**src/rtl/gbsha_fir_decimator.sv**
```systemverilog
// Decimating output stage behind the FIR filter.
// Accumulate-and-dump over 2**LOG2_DEC samples with round-half-up averaging,
// saturation to BW_out, and a first-word-fall-through result FIFO with a
// valid/ready read side.
module gbsha_fir_decimator #(
    parameter int BW_in      = 8,
    parameter int LOG2_DEC   = 2,
    parameter int BW_out     = 8,
    parameter int FIFO_DEPTH = 4
) (
    input  logic                          clk,
    input  logic                          reset,
    input  logic signed [BW_in-1:0]       y_in,
    input  logic                          y_valid,
    input  logic                          sync_clr,
    output logic signed [BW_out-1:0]      out_data,
    output logic                          out_valid,
    input  logic                          out_ready,
    output logic [$clog2(FIFO_DEPTH):0]   fill,
    output logic                          overflow,
    output logic                          saturated
);

    localparam int AW    = $clog2(FIFO_DEPTH);
    localparam int FW    = AW + 1;
    localparam int ACC_W = BW_in + LOG2_DEC;
    // One guard bit so the rounding term can never wrap the sum
    localparam int SUM_W = ACC_W + 1;
    localparam int PW    = (LOG2_DEC > 0) ? LOG2_DEC : 1;

    localparam logic [PW-1:0]              PH_LAST = PW'((1 << LOG2_DEC) - 1);
    localparam logic signed [SUM_W-1:0]    RND     = SUM_W'((1 << LOG2_DEC) >> 1);
    localparam logic signed [BW_out-1:0]   OUT_MAX = {1'b0, {(BW_out-1){1'b1}}};
    localparam logic signed [BW_out-1:0]   OUT_MIN = {1'b1, {(BW_out-1){1'b0}}};

    logic signed [ACC_W-1:0]  acc;
    logic [PW-1:0]            phase;
    logic signed [SUM_W-1:0]  sum_rnd;
    logic signed [SUM_W-1:0]  avg;
    logic signed [BW_out-1:0] avg_sat;
    logic                     clip;
    logic                     dump;
    logic                     push;
    logic                     pop;

    logic signed [BW_out-1:0] mem [FIFO_DEPTH];
    logic [AW-1:0]            rd_ptr;
    logic [AW-1:0]            wr_ptr;

    // Dump datapath: final sum, rounded average, clip to output range
    always_comb begin
        sum_rnd = SUM_W'(acc) + SUM_W'(y_in) + RND;
        avg     = sum_rnd >>> LOG2_DEC;
        clip    = 1'b0;
        avg_sat = avg[BW_out-1:0];
        if (avg > SUM_W'(OUT_MAX)) begin
            avg_sat = OUT_MAX;
            clip    = 1'b1;
        end else if (avg < SUM_W'(OUT_MIN)) begin
            avg_sat = OUT_MIN;
            clip    = 1'b1;
        end
    end

    // Handshake / FIFO control decode
    always_comb begin
        dump      = y_valid && !sync_clr && (phase == PH_LAST);
        out_valid = (fill != '0);
        pop       = out_valid && out_ready;
        push      = dump && ((fill < FW'(FIFO_DEPTH)) || pop);
        out_data  = out_valid ? mem[rd_ptr] : '0;
    end

    // Accumulator and phase counter; sync_clr discards any coincident sample
    always_ff @(posedge clk or negedge reset) begin
        if (!reset) begin
            acc   <= '0;
            phase <= '0;
        end else if (sync_clr) begin
            acc   <= '0;
            phase <= '0;
        end else if (y_valid) begin
            if (phase == PH_LAST) begin
                acc   <= '0;
                phase <= '0;
            end else begin
                acc   <= acc + ACC_W'(y_in);
                phase <= phase + PW'(1);
            end
        end
    end

    // FIFO pointers, occupancy and sticky status flags
    always_ff @(posedge clk or negedge reset) begin
        if (!reset) begin
            rd_ptr    <= '0;
            wr_ptr    <= '0;
            fill      <= '0;
            overflow  <= 1'b0;
            saturated <= 1'b0;
        end else begin
            if (pop)
                rd_ptr <= rd_ptr + AW'(1);
            if (push)
                wr_ptr <= wr_ptr + AW'(1);
            if (push && !pop)
                fill <= fill + FW'(1);
            else if (pop && !push)
                fill <= fill - FW'(1);
            if (dump && !push)
                overflow <= 1'b1;
            if (dump && clip)
                saturated <= 1'b1;
        end
    end

    // FIFO storage; contents are only visible through the occupancy-gated head
    always_ff @(posedge clk) begin
        if (push)
            mem[wr_ptr] <= avg_sat;
    end

endmodule

```
**config.mk**
```make
export PLATFORM = sky130hd
export DESIGN_NAME = gbsha_fir_decimator
export DESIGN_NICKNAME = d
export VERILOG_FILES = /design/src/rtl/gbsha_fir_decimator.sv
export SDC_FILE = /design/constraint.sdc
export NUM_CORES = 1
export LEC_CHECK = 0
export ABC_AREA = 1
export CAP_MARGIN = 0
export CORE_AREA = 2 2 102 104
export CTS_BUF_LIST = sky130_fd_sc_hd__clkbuf_4
export CTS_CLUSTER_SIZE = 14
export DETAILED_ROUTE_END_ITERATION = 12
export DIE_AREA = 0 0 104 106
export PLACE_DENSITY = 0.58
export SYNTH_ARGS = -nofsm -noshare
export SYNTH_HDL_FRONTEND = slang
export SYNTH_SLANG_ARGS = --single-unit
```
**constraint.sdc**
```tcl
create_clock -name clk -period 2.6 [get_ports clk]
set_clock_uncertainty 0.1 [all_clocks]
set_input_delay 0.26 -clock clk [delete_from_list [all_inputs] [get_ports clk]]
set_output_delay 0.26 -clock clk [all_outputs]
set_load 0.1 [all_outputs]
```
Word-level counts from Yosys, hierarchy flattened
Memory sizes are Yosys's and may differ from the RTL's.
Index checks and enable logic that the tools add are counted.
- memory bits (writable): 32
- bits in read-only memories: 0
- bits in latches: 0
- memories kept: 1
- flip-flop bits (word level): 21
- output and inout bits: 14
- reduce and logical (&&, ||, !) cells: 15
- add/sub/neg operators: 8
- mux-type cells: 15
- $mul: 0
- shift operators: 0
- bitwise operators: 0
- divide/modulo/power cells: 0
- magnitude comparators: 3
- equal/unequal tests: 1
- memory list (name ; depth ; width ; rd ports ; clocked after Yosys merged registers in ; wr ports ; line ; text):
    mem ; 4 ; 8 ; 1 ; 0 ; 1 ; 46 ; logic signed [BW_out-1:0] mem [FIFO_DEPTH];
- operators with widths (operator ; count):
    $mux W10 ; 3
    $mux W8 ; 3
    $add A10 B8 Y11 ; 1
    $add A11 B3 Y11 const B ; 1
    $add A10 B8 Y10 ; 1
    $gt A9 B8 Y1 const B ; 1
    $lt A9 B8 Y1 const B ; 1
    $logic_and A1 B1 Y1 ; 8
    $add A2 B1 Y2 const B ; 3
    $mux W2 ; 3
    $mux W3 ; 2
    $mux W1 ; 4
    $reduce_bool A2 Y1 ; 2
    $add A3 B1 Y3 const B ; 1
    $logic_not A1 Y1 ; 3
    $lt A3 B3 Y1 const B ; 1
    $reduce_bool A3 Y1 ; 1
    $sub A3 B1 Y3 const B ; 1
    $eq A2 B2 Y1 const B ; 1
    $logic_or A1 B1 Y1 ; 1

Depth between registers and ports, before layout
- depth after elaboration: 8
- depth in mapped cells: 19
- depth with buffers taken out: 19

Least setup slack after synthesis
No wires, ideal clock.
- path kind: register -> output
- start point: register fill[0]
- end point: output port out_data[0]
- slack: -0.453 ns
- arrival time: 2.693 ns
- stages on the path, launching flop included: 3
- data required time: 2.240 ns
- cells stage by stage: dfrtp_1 nor3_4 a21oi_1
- longest elaborated chain between the ends: 2
- RTL lines (item ; line ; text):
    start, declared ; 19 ; output logic [$clog2(FIFO_DEPTH):0] fill,
    start signal, assigned ; 107 ; fill <= fill + FW'(1);
    start signal, assigned ; 109 ; fill <= fill - FW'(1);
    $reduce_bool A3 Y1 ; 68 ; out_valid = (fill != '0);
    $mux W8 ; 71 ; out_data = out_valid ? mem[rd_ptr] : '0;
    end, declared ; 16 ; output logic signed [BW_out-1:0] out_data,
No other way between the ends.

Final worst setup path
- start point: input port y_in[7]
- end point: memory mem[3][1], data pin
- longest elaborated chain between the ends: 5
- elaborated cells between the ends (all ways): 6
- classes of those cells: add/sub (2); order compare (2); mux (2)
- RTL lines (item ; line ; text):
    start, declared ; 13 ; input logic signed [BW_in-1:0] y_in,
    $add A10 B8 Y11 * ; 52 ; sum_rnd = SUM_W'(acc) + SUM_W'(y_in) + RND;
    $add A11 B3 Y11 * ; 52 ;
    $lt A9 B8 Y1 ; 59 ; end else if (avg < SUM_W'(OUT_MIN)) begin
    $mux W8 ; 59 ;
    $mux W8 * ; 56 ; if (avg > SUM_W'(OUT_MAX)) begin
    named net avg_sat[1] ; 40 ; logic signed [BW_out-1:0] avg_sat;
    end, declared ; 46 ;
Mark *: on every way through the listed nets, which the timed path passes. The rest lies on a longest branch.

==> flow_summary.json <==
{
  "fin_nets": 492,
  "diodes": 0,
  "final_cell_mix": "buf_4 (62), nor2_1 (51), nand2_1 (48), inv_1 (42), edfxtp_1 (32)",
  "port_buffers": 26,
  "die_y_um": 106,
  "grt_pass1_vias": 2623,
  "max_freq_mhz": 406,
  "register_area_um2": 1500,
  "dieArea_um2": 11000,
  "initial_utilization_pct": 34.1,
  "io_pins": 27,
  "synth-async-reset-ratio_pct": 39.6,
  "wirelength_mm": 7.07,
  "startpoint_type": "input port",
  "syn-mean-instance-area_um2": 9.43,
  "synthesis.nets": 408,
  "grt_overflow_total": 0,
  "synth.ff_latch_count": 53,
  "r2r_start": "acc[6]",
  "antenna_left": 0,
  "gp_congestion": 0.939,
  "final.fill_count": 979,
  "r2r_setup_slack_ns": 0.14,
  "core_um2": 10000,
  "wl_per_cell_um": 12.1,
  "cts_sinks": 53,
  "drive_gt1_share_pct": 30.0,
  "ys_warn_count": 0,
  "setup_viol": 0,
  "clk_pin_slew_ns": 0.16,
  "syn_area_um2": 3410,
  "track_usage_pct": 13.3,
  "drc_errors": 0,
  "dpl.hpwl_mm": 5.49,
  "finalCritPeriodShare_pct": 94.7,
  "end_kind": "flip-flop",
  "cp_max_fo": 8,
  "cts_root_buf": "clkbuf_4",
  "antenna_found_initial": 0,
  "synth-main-ff-cell": "edfxtp_1",
  "final_max_slew_viol_count": 0,
  "worst_pin_slew_ns": 0.646,
  "place_inst": 572,
  "clockBufferDepth": 2,
  "cp_common_cell": "nand3_1",
  "vdd_drop_max_mv": 0.847,
  "fin_util_pct": 44.1,
  "slew_headroom_pct": 56.8,
  "dieWidth_um": 104,
  "multi_input_area_um2": 1710,
  "clk_latency_ns": 0.37,
  "syn_inst": 362,
  "p_leak_nw": 2.01,
  "worstPathCellList": "clkdlybuf4s50_1 > ha_1 > inv_1 > fa_1 > inv_2 > a21oi_1 > a21boi_2 > nand3_1 > nand2_2 > nand3_4 > nand3_1 > nand2_1",
  "cts_tree": "done",
  "rows": 37,
  "cpPeakStageDelay_ns": 0.52,
  "syn2layout_area_growth_pct": 29.3,
  "pwr_density_cell_nw_per_um2": 993,
  "cts_buffers": 5,
  "rr_endpoint": "mem[3][1]",
  "grt_pass1_wl_mm": 11.9,
  "final.min_clock_period_ns": 2.46,
  "setup_ws_ns": 0.137,
  "crit_required_ns": 2.61,
  "dr_total_vias": 2601,
  "hold_path.class": "in2async",
  "drtPass1Iterations": 4,
  "slowest_stage": "clkdlybuf4s50_1",
  "pre_cts_slack_ns": -0.267,
  "synth.distinct_cells": 43,
  "layoutNonFillerInstCount": 583,
  "hold_violations": 0,
  "hold_buffers": 0,
  "final_common_cell": "buf_4",
  "synth-seq-area-share_pct": 43.5,
  "drtIter0Drc": 65,
  "viasPerCell": 4.46,
  "h-tree-depth": 2,
  "synth-edff-count": 32,
  "setup_tns_ns": 0,
  "rsz0062_at_grt": "true",
  "path_class": "in2reg",
  "grt_max_degree": 19,
  "crit_arrival_ns": 2.48,
  "status": "complete, no violations",
  "drv_cap": 0,
  "reg2reg_depth": 11
}
state kept, by name, summed over array words and instances (netlist names):
signal     flops
rd_ptr         2
acc           10
wr_ptr         2
mem           32
saturated      1
fill           3
phase          2
overflow       1
cell type report:
| type | instances | area share, % |
|---|---|---|
| clock buffer | 6 | 1.02 |
| clock inverter | 2 | 0.879 |
| inverter | 53 | 4.62 |
| multi-input combinational | 251 | 38.8 |
| sequential | 53 | 33.9 |
| tap | 136 | 3.86 |
| timing repair buffer | 82 | 16.9 |
routing by layer:
layer	track usage (%)	part of all wire, %	vias to the layer above	wire [um]
li1	-	-	1351	-
met1	17.1	46	1203	3220
met2	23.4	50	38	3570
met3	1.59	2.4	9	171
met4	3.96	1.4	0	102
met5	0	0	-	0
critical path, delay by kind of cell:
family	cells	cell delay, ns
AOI/OAI and AO/OA	2	0.33
buffers and inverters	3	0.65
adders and majority gates	2	0.71
and+or+nand+nor	5	0.52
synthesized netlist by cell type (2+ instances only):
cell type  instances  area, um2
nand2_2           14       87.6
a21oi_1           16       80.1
o21ai_1            2       10.0
o21ai_0           30        150
o22ai_1            2       12.5
nor3_1             4       20.0
nor2_1            51        191
nand2_1           48        180
buf_2              2       10.0
nand3_1            9       45.0
nand3_4            2       35.0
nand3_2            3       30.0
nor2_4             4       45.0
inv_2             10       37.5
edfxtp_1          32        961
dfrtp_1           21        526
clkbuf_1           2       7.51
fa_1               8        160
xnor2_1            2       17.5
ha_1              25        313
inv_1             42        158
xor2_1             8       70.1
a31oi_1            2       12.5
nand4_2            2       25.0
nand2_4            3       33.8
power by group:
| group | switching, mW | internal (mW) | total [mW] |
|---|---|---|---|
| clock network | 0.260 | 0.216 | 0.476 |
| logic | 1.80 | 0.939 | 2.74 |
| registers | 0.115 | 1.05 | 1.16 |
repair_timing:
action,CTS,global route
resized for setup,0,5
hold endpoints to repair,0,0
setup buffers,0,3
setup endpoints to repair,0,28
per-stage QoR:
stage	total power, mW	hold slack [ns]	area, um2
after global placement	3.88	0.351	4290
after global routing	4.63	0.186	4410
after CTS	4.40	0.169	4370
final	4.38	0.164	4410
after floorplan	3.00	-0.136	3420
after detailed placement	3.92	0.358	4290
logic make-up (layout without fill, tap and decap cells):
kind of cell / Yosys count / after routing / synth area share [%]
AND/OR/NAND/NOR: 144 / 144 / 21.8
AO/OA/AOI/OAI: 63 / 63 / 11.1
buffers and inverters: 58 / 143 / 6.75
flip-flops: 53 / 53 / 43.5
adder cells (fa/ha/maj): 33 / 33 / 13.9
XOR/XNOR: 10 / 10 / 2.57
multiplexers: 1 / 1 / 0.330
worst max-delay path by stage:
stage,startpoint,to,slack [ns],cells past startpoint
floorplan,rd_ptr[0],out_data[5],-0.17,5
global placement,y_in[3],mem[1][1],-0.25,13
detailed placement,y_in[7],mem[1][2],-0.27,11
CTS,acc[7],mem[2][2],0.09,13
global route,acc[6],mem[2][3],-0.01,11
finish,y_in[7],mem[3][1],0.14,12
Note: power is estimated with default switching activity, not from simulation.
==> RTL change 1, RTL diff (same settings) <==
Make the reset (`reset`) synchronous in 2 clocked blocks.
--- a/src/rtl/gbsha_fir_decimator.sv
+++ b/src/rtl/gbsha_fir_decimator.sv
@@ -72,7 +72,7 @@
     end
 
     // Accumulator and phase counter; sync_clr discards any coincident sample
-    always_ff @(posedge clk or negedge reset) begin
+    always_ff @(posedge clk) begin
         if (!reset) begin
             acc   <= '0;
             phase <= '0;
@@ -91,7 +91,7 @@
     end
 
     // FIFO pointers, occupancy and sticky status flags
-    always_ff @(posedge clk or negedge reset) begin
+    always_ff @(posedge clk) begin
         if (!reset) begin
             rd_ptr    <= '0;
             wr_ptr    <= '0;
Behaviour: not the same (Yosys sat finds a counterexample within 10 cycles, from zero or initial values and one cycle with reset low; the reset may be asserted at any time).
==> RTL change 1 against the original RTL <==
  * Worst setup slack lost 15 ps
  * Count of clock-buffer cells in the layout fell by 1
  * Worst hold slack improved by 210 ps
  * Sequential cell count is 2 higher
  * Power shrank 23%
  * Via count shrank 0.23%
  * Synthesized area shrank 2.4%
  * Wire length decreased by 3.5%
  * Fmax down 0.62%
  * Final area down 5.8%
  * Core utilization fell by 2.6 points
==> RTL change 1: results <==
set metrics [dict create \
    pwr-share-clk_pct 12.1 \
    use_met1_pct 16.47 \
    diodes 0 \
    grt_max_degree 20 \
    ys_seq_elements 55 \
    synth_fa_ha_area_share_pct 14.20 \
    synth_compound_area_share_pct 12.92 \
    synth_common_cells "nand2_1 (56), nor2_1 (47), inv_1 (46), a21oi_1 (39), edfxtp_1 (32)" \
    dr.first_iter.drc_count 95 \
    criticalPathCategory "register to register" \
    combPwrFrac_pct 55.5 \
    synth_mux_area_share_pct 0 \
    met2_usage_pct 22.65 \
    clk_pin_slew_ps 180 \
    worstMarginPinSlew_ps 632.1 \
    ys_top_cells_by_area "edfxtp_1 (29%), dfxtp_1 (14%), ha_1 (9.4%)" \
    grt_first_pass_wirelength_um 11600 \
    endpoint "mem[2][2]" \
    arrival_ps 2500 \
    wl_met3_um 205 \
    dp_hpwl_um 5240 \
    multi_input_cells 265 \
    p_leak_nw 1.819 \
    worst_r2r_startpoint "acc[6]" \
    synthXorXnorAreaFrac_pct 1.315 \
    wl_met1_um 3192 \
    syn_nets 429 \
    netSwitchingFraction_pct 52.30 \
    synth_cell_types 38 \
    r2r_setup_slack_ps 120 \
    register_area_sq_mm 0.001435 \
    routed_via_density 4.391 \
    inverters 56 \
    fin_nets 500 \
    wire_per_inst_um 11.53 \
    drive_above_1_share_pct 25.93 \
    n_clock_buffer 5 \
    grtUsageTotal_pct 12.85 \
    use_met3_pct 2.207 \
    hold_path_class "register to register" \
    grt_pass1_vias 2531 \
    fillers 1023 \
    yosysSeqAreaShare_pct 42.67 \
    dp_cells 582 \
    clkCellAreaFrac_pct 1.565 \
    buffer_area_share_pct 14.15 \
    status "finished clean" \
    antenna_found_initial 0 \
    htreeDepth 2 \
    vdd_drop_max_mv 0.6723 \
    num_vias 2595 \
    multi_input_area_sq_mm 0.001685 \
    ys_async_sr_fraction_pct 0 \
    globalplace.congestion 0.8273 \
    reg2reg_depth 12 \
    syn_area_per_cell_sq_um 8.696 \
    wl_met2_um 3356 \
    n_all_buffers 71 \
]
==> RTL change 1: cell count changes after synthesis, sizes merged, moves of 3 or more <==
cell | unedited run | this run
dfxtp | 0 | 23
xor2 | 8 | 5
inv | 53 | 56
nand2 | 65 | 72
nand3 | 14 | 17
a21oi | 17 | 40
dfrtp | 21 | 0
nor2 | 55 | 51
==> RTL change 1: critical path, stage by stage, from the launching register on <==
cell      delay, ps
dfxtp_1         370
ha_1            210
fa_1            560
inv_2            60
buf_4           130
nor2_1          170
a21boi_4         90
nand2_2          80
nand2_2          50
nand2_2          70
nand3_4         120
nand2_1          80
nand2_1         110
==> RTL change 1: through the flow <==
step / instance area, sq um / total power (W) / setup WS [ps] / hold WS (ps)
detailed placement: 4058 / 0.002988 / -283.2 / 361.2
finish: 4156 / 0.003370 / 121.5 / 377.9
global route: 4156 / 0.003559 / -26.29 / 395.6
floorplan: 3342 / 0.002487 / -188.0 / 259.0
global placement: 4058 / 0.002966 / -217.6 / 351.7
CTS: 4123 / 0.003406 / 89.10 / 382.0
==> RTL change 2, RTL diff (same flow settings) <==
Without the edit above. Set the parameter `FIFO_DEPTH` to 2 (it was 4).
--- a/src/rtl/gbsha_fir_decimator.sv
+++ b/src/rtl/gbsha_fir_decimator.sv
@@ -6,7 +6,7 @@
     parameter int BW_in      = 8,
     parameter int LOG2_DEC   = 2,
     parameter int BW_out     = 8,
-    parameter int FIFO_DEPTH = 4
+    parameter int FIFO_DEPTH = 2
 ) (
     input  logic                          clk,
     input  logic                          reset,
Interface: changed (resized fill); port bits go from 27 to 26. No check against the original RTL was run, so the function may have changed too.
==> RTL change 2 against the original RTL <==
  * Wire length shrank 22%
  * Final area fell by 24%
  * Clock power down 38%
  * Sequential cell count down 19
  * Worst setup slack better by 6.4 ps
  * Power down 38%
  * Worst hold slack got worse by 14 ps
  * Critical path depth grew 1
  * Synthesized area decreased by 26%
  * Critical endpoint is now mem[1][4]
  * Largest cell class unchanged
==> RTL change 2: results <==
set metrics [dict create \
    ys_top_cells_by_area "edfxtp_1 (19%), dfrtp_1 (18%), ha_1 (10%)" \
    synth-main-ff-cell "dfrtp_1" \
    synth_common_cells "nand2_1 (66), inv_1 (39), ha_1 (21), nor2_1 (20), dfrtp_1 (18)" \
    dp_hpwl_um 4507 \
    p_leak_nw 1.630 \
    p_int_w 0.001254 \
    synth_cell_types 39 \
    slowest_delay_ps 580 \
    ys_async_sr_fraction_pct 52.94 \
    dr.first_iter.drc_count 55 \
    yosysSeqAreaShare_pct 36.61 \
    grtUsageTotal_pct 10.60 \
    vdd_drop_max_mv 0.7580 \
    fin_nets 411 \
    wire_per_inst_um 10.93 \
    max-slew-margin-rel_pct 73.22 \
    finalCriticalPeriod_ps 2457 \
    syn_nets 333 \
    grt_first_pass_wirelength_um 9591 \
    num_vias 2062 \
    portBuffers 25 \
    cts_buffers 5 \
    use_met3_pct 2.207 \
    arrival_ps 2440 \
    status "finished clean" \
    synth_edf_count 16 \
    reg_top3 "mem (16), acc (10)" \
    holdWs_ps 150.2 \
    reg2reg_depth 12 \
    drive_above_1_share_pct 31.27 \
    clock_latency_ps 350 \
    r2r-end "mem[1][4]" \
    preCtsSetupSlack_ps -204.4 \
    globalplace.congestion 0.8461 \
    use_met1_pct 13.56 \
]
RTL change 2: power by group through the flow:
stage               clock network (W)  logic [W]  registers [W]
global placement                    0    0.00167       0.000721
floorplan                           0    0.00116       0.000836
CTS                          0.000313    0.00170       0.000714
detailed placement                  0    0.00169       0.000726
finish                       0.000297    0.00171       0.000712
global route                 0.000339    0.00184       0.000722
RTL change 2: worst max-delay path, delay by kind of cell:
family	cells	cell delay, ps
AO/OA/AOI/OAI	1	170
adder cells (fa/ha/maj)	2	770
buffers and inverters	3	610
AND/OR/NAND/NOR	7	610
RTL change 2: what timing repair did:
action,CTS,global route
hold buffers,0,0
endpoints found under the setup margin,0,14
buffers inserted,0,4
resized for setup,0,6
RTL change 2: cell type report:
class	count	area share [%]
Clock inverter	3	0.4842
Inverter	47	5.363
Tap cell	136	5.065
Timing Repair Buffer	73	17.21
Sequential cell	34	27.78
Multi-Input combinational cell	209	42.98
Clock buffer	5	1.117
RTL change 2: worst max path at each step:
stage	from	to	cells past startpoint
after floorplan	fill[0]	out_data[0]	2
final	y_in[5]	mem[1][4]	13
after CTS	acc[7]	mem[1][4]	11
after global placement	y_in[7]	mem[0][1]	12
after global routing	y_in[5]	mem[1][4]	13
after detailed placement	y_in[7]	mem[1][4]	12
RTL change 2: through the flow:
stage	area [sq um]	instances	TNS, ps	util [%]	total power [W]
after floorplan	2551	292	-1078	-	0.001995
after global placement	3254	495	-2103	32.55	0.002393
after detailed placement	3254	495	-2967	32.55	0.002417
after CTS	3308	503	0	33.08	0.002725
after global routing	3359	507	-158.5	33.60	0.002900
final	3359	507	0	33.60	0.002717
RTL change 2: routing by layer:
layer  wire [um]  part of all wire, %
met5           0                    0
met4          22                 0.40
met3         184                  3.3
met2        2713                   49
met1        2621                   47
RTL change 2: kinds of logic (layout without fill, tap and decap cells):
| logic type | count (synthesis) | count (layout) | share of synthesized area (%) |
|---|---|---|---|
| compound gates | 43 | 43 | 10.43 |
| xor+xnor | 9 | 9 | 3.101 |
| fa+ha+maj | 28 | 28 | 15.85 |
| buf+inv | 49 | 128 | 7.529 |
| flops | 34 | 34 | 36.61 |
| simple gates | 129 | 129 | 26.48 |
